<file path="src/rtl/pwm_pkg.sv">
// ============================================================================
// Module      : pwm_pkg
// Description : Shared types and constants for the PWM duty-cycle capture
//               block (capture FSM states, default widths, sync depth helper).
// Revision    : 1.0 - initial release
// ============================================================================
`default_nettype none

package pwm_pkg;

    typedef enum logic [1:0] {
        IDLE = 2'd0,
        ARM  = 2'd1,
        HIGH = 2'd2,
        LOW  = 2'd3
    } cap_state_t;

    localparam int PWM_CNT_W_DEF = 16;
    localparam int PWM_MIN_SYNC  = 2;

    // Synchronizer depth actually built: never fewer than the minimum.
    function automatic int sync_depth(input int stages);
        return (stages < PWM_MIN_SYNC) ? PWM_MIN_SYNC : stages;
    endfunction

endpackage

`default_nettype wire

</file>
<file path="src/rtl/pwm_in_sync.sv">
// ============================================================================
// Module      : pwm_in_sync
// Description : Brings the asynchronous PWM input into the MClk domain and
//               produces the clean level s plus a one-cycle rise strobe.
//               Optional glitch filter under PWM_CAPTURE_GLITCH_FILT_EN:
//               s only follows the synchronized input after three equal
//               consecutive samples (adds two cycles of latency).
// Revision    : 1.0 - initial release
// ============================================================================
`default_nettype none

module pwm_in_sync
    import pwm_pkg::*;
#(
    parameter int SYNC_STAGES = 2
) (
    input  logic MClk,
    input  logic RstN,
    input  logic PwmIn,
    output logic s,
    output logic rise
);

    localparam int c_stages = sync_depth(SYNC_STAGES);

    logic [c_stages-1:0] r_sync;
    logic                r_s_prev;
    logic                w_s;

    // Metastability chain: PwmIn enters at bit 0, the clean sample leaves the top bit.
    always_ff @(posedge MClk or negedge RstN) begin
        if (!RstN) begin
            r_sync <= '0;
        end else begin
            r_sync <= {r_sync[c_stages-2:0], PwmIn};
        end
    end

`ifdef PWM_CAPTURE_GLITCH_FILT_EN
    logic [1:0] r_hist;

    // Two previous synchronized samples; together with the current one they form the agreement window.
    always_ff @(posedge MClk or negedge RstN) begin
        if (!RstN) begin
            r_hist <= '0;
        end else begin
            r_hist <= {r_hist[0], r_sync[c_stages-1]};
        end
    end

    // Accept a new level only when three consecutive samples agree, otherwise keep the accepted one.
    assign w_s = ((r_sync[c_stages-1] == r_hist[0]) && (r_hist[0] == r_hist[1]))
                 ? r_sync[c_stages-1] : r_s_prev;
`else
    assign w_s = r_sync[c_stages-1];
`endif

    // Previous cycle's level: the edge-detect reference and, when filtering, the held level.
    always_ff @(posedge MClk or negedge RstN) begin
        if (!RstN) begin
            r_s_prev <= 1'b0;
        end else begin
            r_s_prev <= w_s;
        end
    end

    assign s    = w_s;
    assign rise = w_s & ~r_s_prev;

endmodule

`default_nettype wire

</file>
<file path="src/rtl/pwm_duty_capture.sv">
// ============================================================================
// Module      : pwm_duty_capture
// Description : Measures high time and period of a PWM input in MClk cycles
//               and publishes both once per period with a one-cycle strobe.
//               Flags a stuck line when no rising edge arrives before the
//               period counter saturates. Build option:
//               PWM_CAPTURE_GLITCH_FILT_EN (glitch filter in pwm_in_sync).
// Revision    : 1.0 - initial release
// ============================================================================
`default_nettype none

module pwm_duty_capture
    import pwm_pkg::*;
#(
    parameter int CNT_W       = PWM_CNT_W_DEF,
    parameter int SYNC_STAGES = 2
) (
    input  logic             MClk,
    input  logic             RstN,
    input  logic             PwmIn,
    input  logic             Enable,
    output logic [CNT_W-1:0] HighTime,
    output logic [CNT_W-1:0] Period,
    output logic             MeasValid,
    output logic             Stuck
);

    localparam logic [CNT_W-1:0] c_cnt_max = '1;

    cap_state_t       r_state;
    cap_state_t       w_state_next;
    logic [CNT_W-1:0] r_pcnt;
    logic [CNT_W-1:0] r_hcnt;
    logic [CNT_W-1:0] r_high_time;
    logic [CNT_W-1:0] r_period;
    logic             r_meas_valid;
    logic             r_stuck;
    logic             w_s;
    logic             w_rise;
    logic             w_clear;
    logic             w_load;
    logic             w_count;
    logic             w_publish;
    logic             w_stuck;
    logic             w_pcnt_max;

    function automatic logic [CNT_W-1:0] sat_inc(input logic [CNT_W-1:0] v);
        return (v == c_cnt_max) ? v : v + 1'b1;
    endfunction

    pwm_in_sync #(
        .SYNC_STAGES (SYNC_STAGES)
    ) u_sync (
        .MClk  (MClk),
        .RstN  (RstN),
        .PwmIn (PwmIn),
        .s     (w_s),
        .rise  (w_rise)
    );

    assign w_pcnt_max = (r_pcnt == c_cnt_max);

    // Capture state register.
    always_ff @(posedge MClk or negedge RstN) begin
        if (!RstN) begin
            r_state <= IDLE;
        end else begin
            r_state <= w_state_next;
        end
    end

    // Next state and datapath controls. A rise in LOW wins over saturation so an
    // exactly-max period still publishes; saturation otherwise drops back to ARM.
    always_comb begin
        w_state_next = r_state;
        w_clear      = 1'b0;
        w_load       = 1'b0;
        w_count      = 1'b0;
        w_publish    = 1'b0;
        w_stuck      = 1'b0;
        if (!Enable) begin
            w_state_next = IDLE;
            w_clear      = 1'b1;
        end else begin
            case (r_state)
                IDLE: begin
                    w_state_next = ARM;
                    w_clear      = 1'b1;
                end
                ARM: begin
                    if (w_rise) begin
                        w_state_next = HIGH;
                        w_load       = 1'b1;
                    end
                end
                HIGH: begin
                    if (w_pcnt_max) begin
                        w_state_next = ARM;
                        w_stuck      = 1'b1;
                        w_clear      = 1'b1;
                    end else begin
                        w_count = 1'b1;
                        if (!w_s) begin
                            w_state_next = LOW;
                        end
                    end
                end
                LOW: begin
                    if (w_rise) begin
                        w_state_next = HIGH;
                        w_publish    = 1'b1;
                        w_load       = 1'b1;
                    end else if (w_pcnt_max) begin
                        w_state_next = ARM;
                        w_stuck      = 1'b1;
                        w_clear      = 1'b1;
                    end else begin
                        w_count = 1'b1;
                    end
                end
                default: begin
                    w_state_next = IDLE;
                    w_clear      = 1'b1;
                end
            endcase
        end
    end

    // Period and high-time counters: the rise cycle counts as 1, high time only grows in HIGH while s is set.
    always_ff @(posedge MClk or negedge RstN) begin
        if (!RstN) begin
            r_pcnt <= '0;
            r_hcnt <= '0;
        end else if (w_clear) begin
            r_pcnt <= '0;
            r_hcnt <= '0;
        end else if (w_load) begin
            r_pcnt <= {{(CNT_W-1){1'b0}}, 1'b1};
            r_hcnt <= {{(CNT_W-1){1'b0}}, 1'b1};
        end else if (w_count) begin
            r_pcnt <= sat_inc(r_pcnt);
            if ((r_state == HIGH) && w_s) begin
                r_hcnt <= sat_inc(r_hcnt);
            end
        end
    end

    // Result registers, valid strobe and sticky stuck flag; results hold while disabled.
    always_ff @(posedge MClk or negedge RstN) begin
        if (!RstN) begin
            r_high_time  <= '0;
            r_period     <= '0;
            r_meas_valid <= 1'b0;
            r_stuck      <= 1'b0;
        end else begin
            r_meas_valid <= w_publish;
            if (w_publish) begin
                r_high_time <= r_hcnt;
                r_period    <= r_pcnt;
                r_stuck     <= 1'b0;
            end else if (w_stuck) begin
                r_stuck     <= 1'b1;
            end
        end
    end

    assign HighTime  = r_high_time;
    assign Period    = r_period;
    assign MeasValid = r_meas_valid;
    assign Stuck     = r_stuck;

endmodule

`default_nettype wire

</file>
<file path="config.mk">
export PLATFORM = sky130hd
export DESIGN_NAME = pwm_duty_capture
export DESIGN_NICKNAME = d
export VERILOG_FILES = /design/src/rtl/pwm_pkg.sv /design/src/rtl/pwm_in_sync.sv /design/src/rtl/pwm_duty_capture.sv
export SDC_FILE = /design/constraint.sdc
export NUM_CORES = 1
export LEC_CHECK = 0
export CAP_MARGIN = 20
export CORE_AREA = 5 5 88 90
export CTS_BUF_LIST = sky130_fd_sc_hd__clkbuf_8
export CTS_CLUSTER_DIAMETER = 100
export CTS_CLUSTER_SIZE = 10
export DETAILED_ROUTE_END_ITERATION = 8
export DIE_AREA = 0 0 93 95
export PLACE_DENSITY = 0.74
export SLEW_MARGIN = 20
export SYNTH_ARGS = -nofsm -noshare
export SYNTH_HDL_FRONTEND = slang
export SYNTH_SLANG_ARGS = --single-unit
</file>
<file path="constraint.sdc">
create_clock -name MClk -period 1.77 [get_ports MClk]
set_input_delay 0.354 -clock MClk [delete_from_list [all_inputs] [get_ports MClk]]
set_output_delay 0.354 -clock MClk [all_outputs]
set_load 0.005 [all_outputs]
</file>
==> results of run 1 <==
==> critical path, delay by kind of cell, from the launching register on <==
kind	cells	cell delay (ns)
adder cells (fa/ha/maj)	1	0.19
AND/OR/NAND/NOR	3	0.95
AO/OA/AOI/OAI	1	0.14
flip-flops	1	0.45
==> sequential cells by signal, indices dropped and copies added (netlist names) <==
| name | flops |
|---|---|
| MeasValid | 1 |
| HighTime | 16 |
| Period | 16 |
| u_sync.r_s_prev | 1 |
| r_pcnt | 16 |
| u_sync.r_sync | 2 |
| r_state | 2 |
| r_hcnt | 16 |
| Stuck | 1 |
==> report_power, final <==
part           switching [mW]  internal, mW  leakage (nW)
Sequential             0.0121          1.64         0.981
Combinational           0.130         0.104         0.893
Clock                   0.572         0.773         0.117
==> cell families after synthesis <==
group	count (synthesis)	share of synthesized area
and+or+nand+nor	100	0.180
DFF	71	0.536
AOI/OAI and AO/OA	56	0.109
muxes	36	0.121
buffers and inverters	19	0.0268
xor gates and xnor gates	8	0.0211
adders and majority gates	2	0.00754
==> area by class of cell <==
| cell class | count | area share |
|---|---|---|
| timing repair buffer | 107 | 0.214 |
| clock inverter | 7 | 0.0175 |
| tap | 82 | 0.0221 |
| clock buffer | 9 | 0.0267 |
| inverter | 7 | 0.00566 |
| sequential | 71 | 0.383 |
| multi-input combinational | 202 | 0.330 |
==> routing by layer <==
metal,wire [um],track usage
met5,0,0
met4,55,0.0745
met3,463,0.0454
met2,4280,0.323
met1,3390,0.224
==> cell usage after synthesis, drive strengths merged (4+ instances only) <==
cell,n
mux2i,4
nor2,15
clkbuf,6
a211oi,4
nand2,16
inv,7
or4,10
nand3b,7
buf,6
xnor2,6
dfrtp,71
or3,5
nand4,10
o21ai,12
nand3,15
nor4,5
o31ai,7
a21oi,20
mux2,32
==> per-stage QoR <==
stage	util	hold WS (ns)	TNS (ns)
after global placement	0.604	0.341	-3.16
after floorplan	-	0.0584	-0.0139
after global routing	0.664	0.0384	-1.25
after CTS	0.639	0.0428	-0.00257
final	0.664	0.0272	-0.0313
after detailed placement	0.604	0.340	-4.02
==> how the worst max path moves through the flow <==
stage                                      start                endpoint
after global routing       r_pcnt[1]$_DFFE_PN0P_  r_pcnt[14]$_DFFE_PN0P_
after detailed placement                  Enable   r_pcnt[9]$_DFFE_PN0P_
after global placement                    Enable   r_pcnt[8]$_DFFE_PN0P_
after CTS                  r_hcnt[0]$_DFFE_PN0P_  r_hcnt[12]$_DFFE_PN0P_
after floorplan           r_state[0]$_DFFE_PN0P_  r_hcnt[12]$_DFFE_PN0P_
final                      r_hcnt[1]$_DFFE_PN0P_  r_hcnt[12]$_DFFE_PN0P_
==> what timing repair did <==
action	CTS	global route
endpoints found under the setup margin	42	51
setup buffers	3	6
resized for setup	3	14
pin swaps	3	8
gates cloned	0	2
==> flow_summary.ini, run 1 <==
[finish]
synthToLayoutAreaGrowth_pct = 39.8
post-route-cell-area_um2 = 4640
regArea_um2 = 1780
layout_commonest_cell = dfrtp_1
final_cell_mix = dfrtp_1, buf_4, clkdlybuf4s50_1
n_fill_cell = 523
stdcell_count = 485
nets = 404
drive_above_1_share = 0.347
multi_input_area_um2 = 1530
diodes = 0

[placement]
numPortBuffers = 37
gp_congestion = 0.866
placedCellCount = 458
dpl_worst_slack_ns = -0.206
dpl.hpwl_um = 5390
placed_area_um2 = 4220

[yosys]
netlist_top_cells_area = dfrtp_1, mux2_2, a21oi_1, nand3_1, nand4_1
ys_seq_elements = 71
ys.flop_type = dfrtp_1
synth_warnings = 0
syn_area_per_cell_um2 = 11.4
syn_nets = 298
synthArstFlopShare = 1.00
syn_inst = 292
ys_seq_area_frac = 0.536
ys_types = 45
synth_edf_count = 0
synth_top_area_frac = 0.536
synth_top_area_cell = dfrtp_1
syn_area_um2 = 3320

[die]
core-area_um2 = 6980
die_x_um = 93
chipHeight_um = 95
rows = 31
io_pins = 38
start_util = 0.475
dieArea_um2 = 8840

[clock_network]
clockBufferDepth = 2
cts_buffers = 9
path_clk_slew_ns = 0.08
cts.sinks = 71
clockRootBuffer = clkbuf_8
holdBufCountCts = 0
cts_tree = yes
htreeDepth = 3
clk_latency_ns = 0.34

[detailed_routing]
ant_nets = 0
vias_per_cell = 5.73
drtPass1Iterations = 5
initialDrtViolationCount = 236
drt_drc_violations_left = 0
drt_wl_total_um = 8190
avgRoutedWirePerCell_um = 16.9
vias = 2779

[critical_path]
crit_required_ns = 2.04
reg2regPathDepth = 5
rr_endpoint = r_hcnt[12]$_DFFE_PN0P_
slowest_stage = or4_4
crit_top_cell = or4_4
r2r-start = r_hcnt[1]$_DFFE_PN0P_
critPathKind = reg -> reg
rrSetupSlack_ns = -0.03
start_kind = register
critPathArrivalTime_ns = 2.07
crit_path_cell_trace = ha_4 > nand2_2 > or4_4 > or4_4 > a21oi_2
end_kind = register
cpPeakStageDelay_ns = 0.46
worstPathMaxFanout = 6

[outcome]
violations = setup timing
status = finished with violations

[timing]
finalHoldViolCount = 0
fmax_ghz = 0.555
min_period_ns = 1.80
worst_slack_ns = -0.0302
rsz0062_at_grt = yes
max-slew-margin-rel = 0.571
worstMarginPinSlew_ns = 0.627
final_max_slew_viol_count = 0
layout_worst_path_cycle_share = 1.02
clock_skew_ns = 0.00860
finalSetupViolations = 2

[job]
drv_cap = 0

[grt]
grt_pass1_vias = 2775
grt_max_degree = 72
antenna_found_initial = 0
grt_overflow = 0
grt_pass1_wl_um = 12800
grt.total_usage = 0.186

[power_and_ir_drop]
vdd_drop_max_mv = 0.465
power.density_nw_per_um2 = 696
p_leak_nw = 1.99
report.power.total_mw = 3.23

[hold_path]
hold_path_class = in -> async
Power figures use the tool's default switching activity.
==> inputs of run 2 (changes only) <==
--- a/config.mk
+++ b/config.mk
@@ -12,7 +12,7 @@
 export CTS_CLUSTER_SIZE = 10
 export DETAILED_ROUTE_END_ITERATION = 8
 export DIE_AREA = 0 0 93 95
-export PLACE_DENSITY = 0.74
+export PLACE_DENSITY_LB_ADDON = 0.2
 export SLEW_MARGIN = 20
 export SYNTH_ARGS = -nofsm -noshare
 export SYNTH_HDL_FRONTEND = slang
==> run 2 against run 1 <==
Effect of this change: maximum frequency grew 1.2%; cell area shrank 1.3%; total power grew 7.2%; setup slack gained 0.021 ns; die area is the same; sequential share of layout area grew 0.61 points; critical path depth shrank 1; sequential cell count is the same; final cell count shrank 1.2%; clock power grew 18%; the run ends with hold timing, setup timing left; sequential power is essentially flat; non-clock buffer count shrank 6.
==> flow_summary.ini, run 2 (synthesized netlist as in run 1, its figures left out) <==
[placement]
placedCellCount = 457
dpl.hpwl_um = 5350
gp_congestion = 0.843
numPortBuffers = 37
placed_area_um2 = 4220
dpl_worst_slack_ns = -0.135

[power_and_ir_drop]
combPwrFrac = 0.063
vdd_drop_max_mv = 0.370
switching_share = 0.220
intPower_mw = 2.70
p_sw_uw = 761
power_frac_clock = 0.460
p_leak_nw = 1.94
power.density_nw_per_um2 = 757
seq_power_share = 0.477

[critical_path]
critPathKind = reg -> reg
slowest_stage = or4_4
crit_top_cell = or4_4
cpPeakStageDelay_ns = 0.59
crit_required_ns = 2.06
crit_path_cell_trace = nand3b_4 > or4_4 > or4_4 > a21oi_2
critPathArrivalTime_ns = 2.06
reg2regPathDepth = 4
end_kind = register
start_kind = register
worstPathMaxFanout = 6

[finish]
nets = 398
utilization = 0.655
drive_above_1_share = 0.353
post-route-cell-area_um2 = 4580
synthToLayoutAreaGrowth_pct = 37.9
stdcell_count = 479
layout_commonest_cell = dfrtp_1
diodes = 0
final_cell_mix = dfrtp_1, buf_4, clkdlybuf4s50_1

[clock_network]
path_clk_slew_ns = 0.07
cts_tree = yes
clockBufferDepth = 2
cts.sinks = 71
clk_latency_ns = 0.35
htreeDepth = 3
clockRootBuffer = clkbuf_8
holdBufCountCts = 0
cts_buffers = 9

[detailed_routing]
drtPass1Iterations = 4
vias = 2691
ant_nets = 0
drt_drc_violations_left = 0
initialDrtViolationCount = 126
avgRoutedWirePerCell_um = 16.3
vias_per_cell = 5.62
drt_wl_total_um = 7800

[outcome]
violations = hold timing, setup timing
status = finished with violations

[timing]
finalSetupViolations = 1
max-slew-margin-rel = 0.601
worstMarginPinSlew_ns = 0.593
rsz0062_at_grt = yes
min_period_ns = 1.78
finalHoldViolCount = 4
fin_hold_ws_ns = -0.00308
clock_skew_ns = 0.00494
final_max_slew_viol_count = 0
worst_slack_ns = -0.00890
layout_worst_path_cycle_share = 1.01
fmax_ghz = 0.562

[die]
start_util = 0.475
rows = 31
io_pins = 38
dieArea_um2 = 8840
chipHeight_um = 95
die_x_um = 93
core-area_um2 = 6980

[grt]
antenna_found_initial = 0
use_met3 = 0.0510
grt_overflow = 0
grt_pass1_wl_um = 13600
grtUsageMet2 = 0.321
grt_max_degree = 72
grt.total_usage = 0.195
use_met1 = 0.245
grt_pass1_vias = 2856
top_usage_layer = met2

[hold_path]
hold_path_class = in -> async

[job]
drv_cap = 0
run 2: changes by cell type in the layout (fill, tap and decap cells not counted), sizes merged:
cell      delta
clkinvlp     +1
clkbuf       -1
bufinv       +1
inv          -3
buf          -4
run 2: through the flow:
step	power [mW]	TNS (ns)	hold slack (ns)
2_1_floorplan	1.76	-0.0139	0.0584
3_3_place_gp	1.89	-2.89	0.339
3_5_place_dp	1.89	-3.98	0.342
4_1_cts	3.50	-0.0158	0.0304
5_1_grt	3.62	-0.0583	0.0456
6_report	3.46	-0.00890	-0.00308
run 2: final timing paths:
kind / slack [ns] / startpoint / endpoint
max reg2reg: -0.009 / r_state[0]$_DFFE_PN0P_ / r_hcnt[12]$_DFFE_PN0P_
min reg2reg: 0.35 / u_sync.r_sync[0]$_DFF_PN0_ / u_sync.r_sync[1]$_DFF_PN0_
max: -0.009 / r_state[0]$_DFFE_PN0P_ / r_hcnt[12]$_DFFE_PN0P_
min in group MClk: 0.35 / u_sync.r_sync[0]$_DFF_PN0_ / u_sync.r_sync[1]$_DFF_PN0_
min: -0.003 / RstN / HighTime[10]$_DFFE_PN0P_
max in group asynchronous: 1.42 / RstN / u_sync.r_sync[1]$_DFF_PN0_
run 2: repair_timing:
action / CTS / global route
setup endpoints to repair: 27 / 53
pin swaps: 1 / 7
setup buffers: 2 / 4
gates resized for setup: 1 / 14
run 2: worst max-delay path, delay by kind of cell (launching register included):
kind / cells / cell delay [ns]
AND/OR/NAND/NOR: 3 / 1.19
AO/OA/AOI/OAI: 1 / 0.13
flip-flops: 1 / 0.39
run 2: per-layer routing:
layer / wire [um] / vias up / part of all wire
li1: - / 1292 / -
met1: 3450 / 1330 / 0.44
met2: 3900 / 55 / 0.50
met3: 262 / 14 / 0.034
met4: 186 / 0 / 0.024
met5: 0 / - / 0
run 2: power groups by stage:
stage,Combinational [mW],Sequential [mW],Clock [mW]
finish,0.218,1.65,1.59
global route,0.242,1.65,1.72
CTS,0.214,1.65,1.63
detailed placement,0.212,1.68,0
global placement,0.207,1.68,0
floorplan,0.0756,1.69,0
run 2: area by class of cell:
type,count,area (um^2)
well taps,82,103
flip-flops and latches,71,1780
clock inverters,6,108
inverters,7,26.3
clock buffers,10,138
multi-input cells,202,1520
fillers,548,2410
repair buffers,101,903
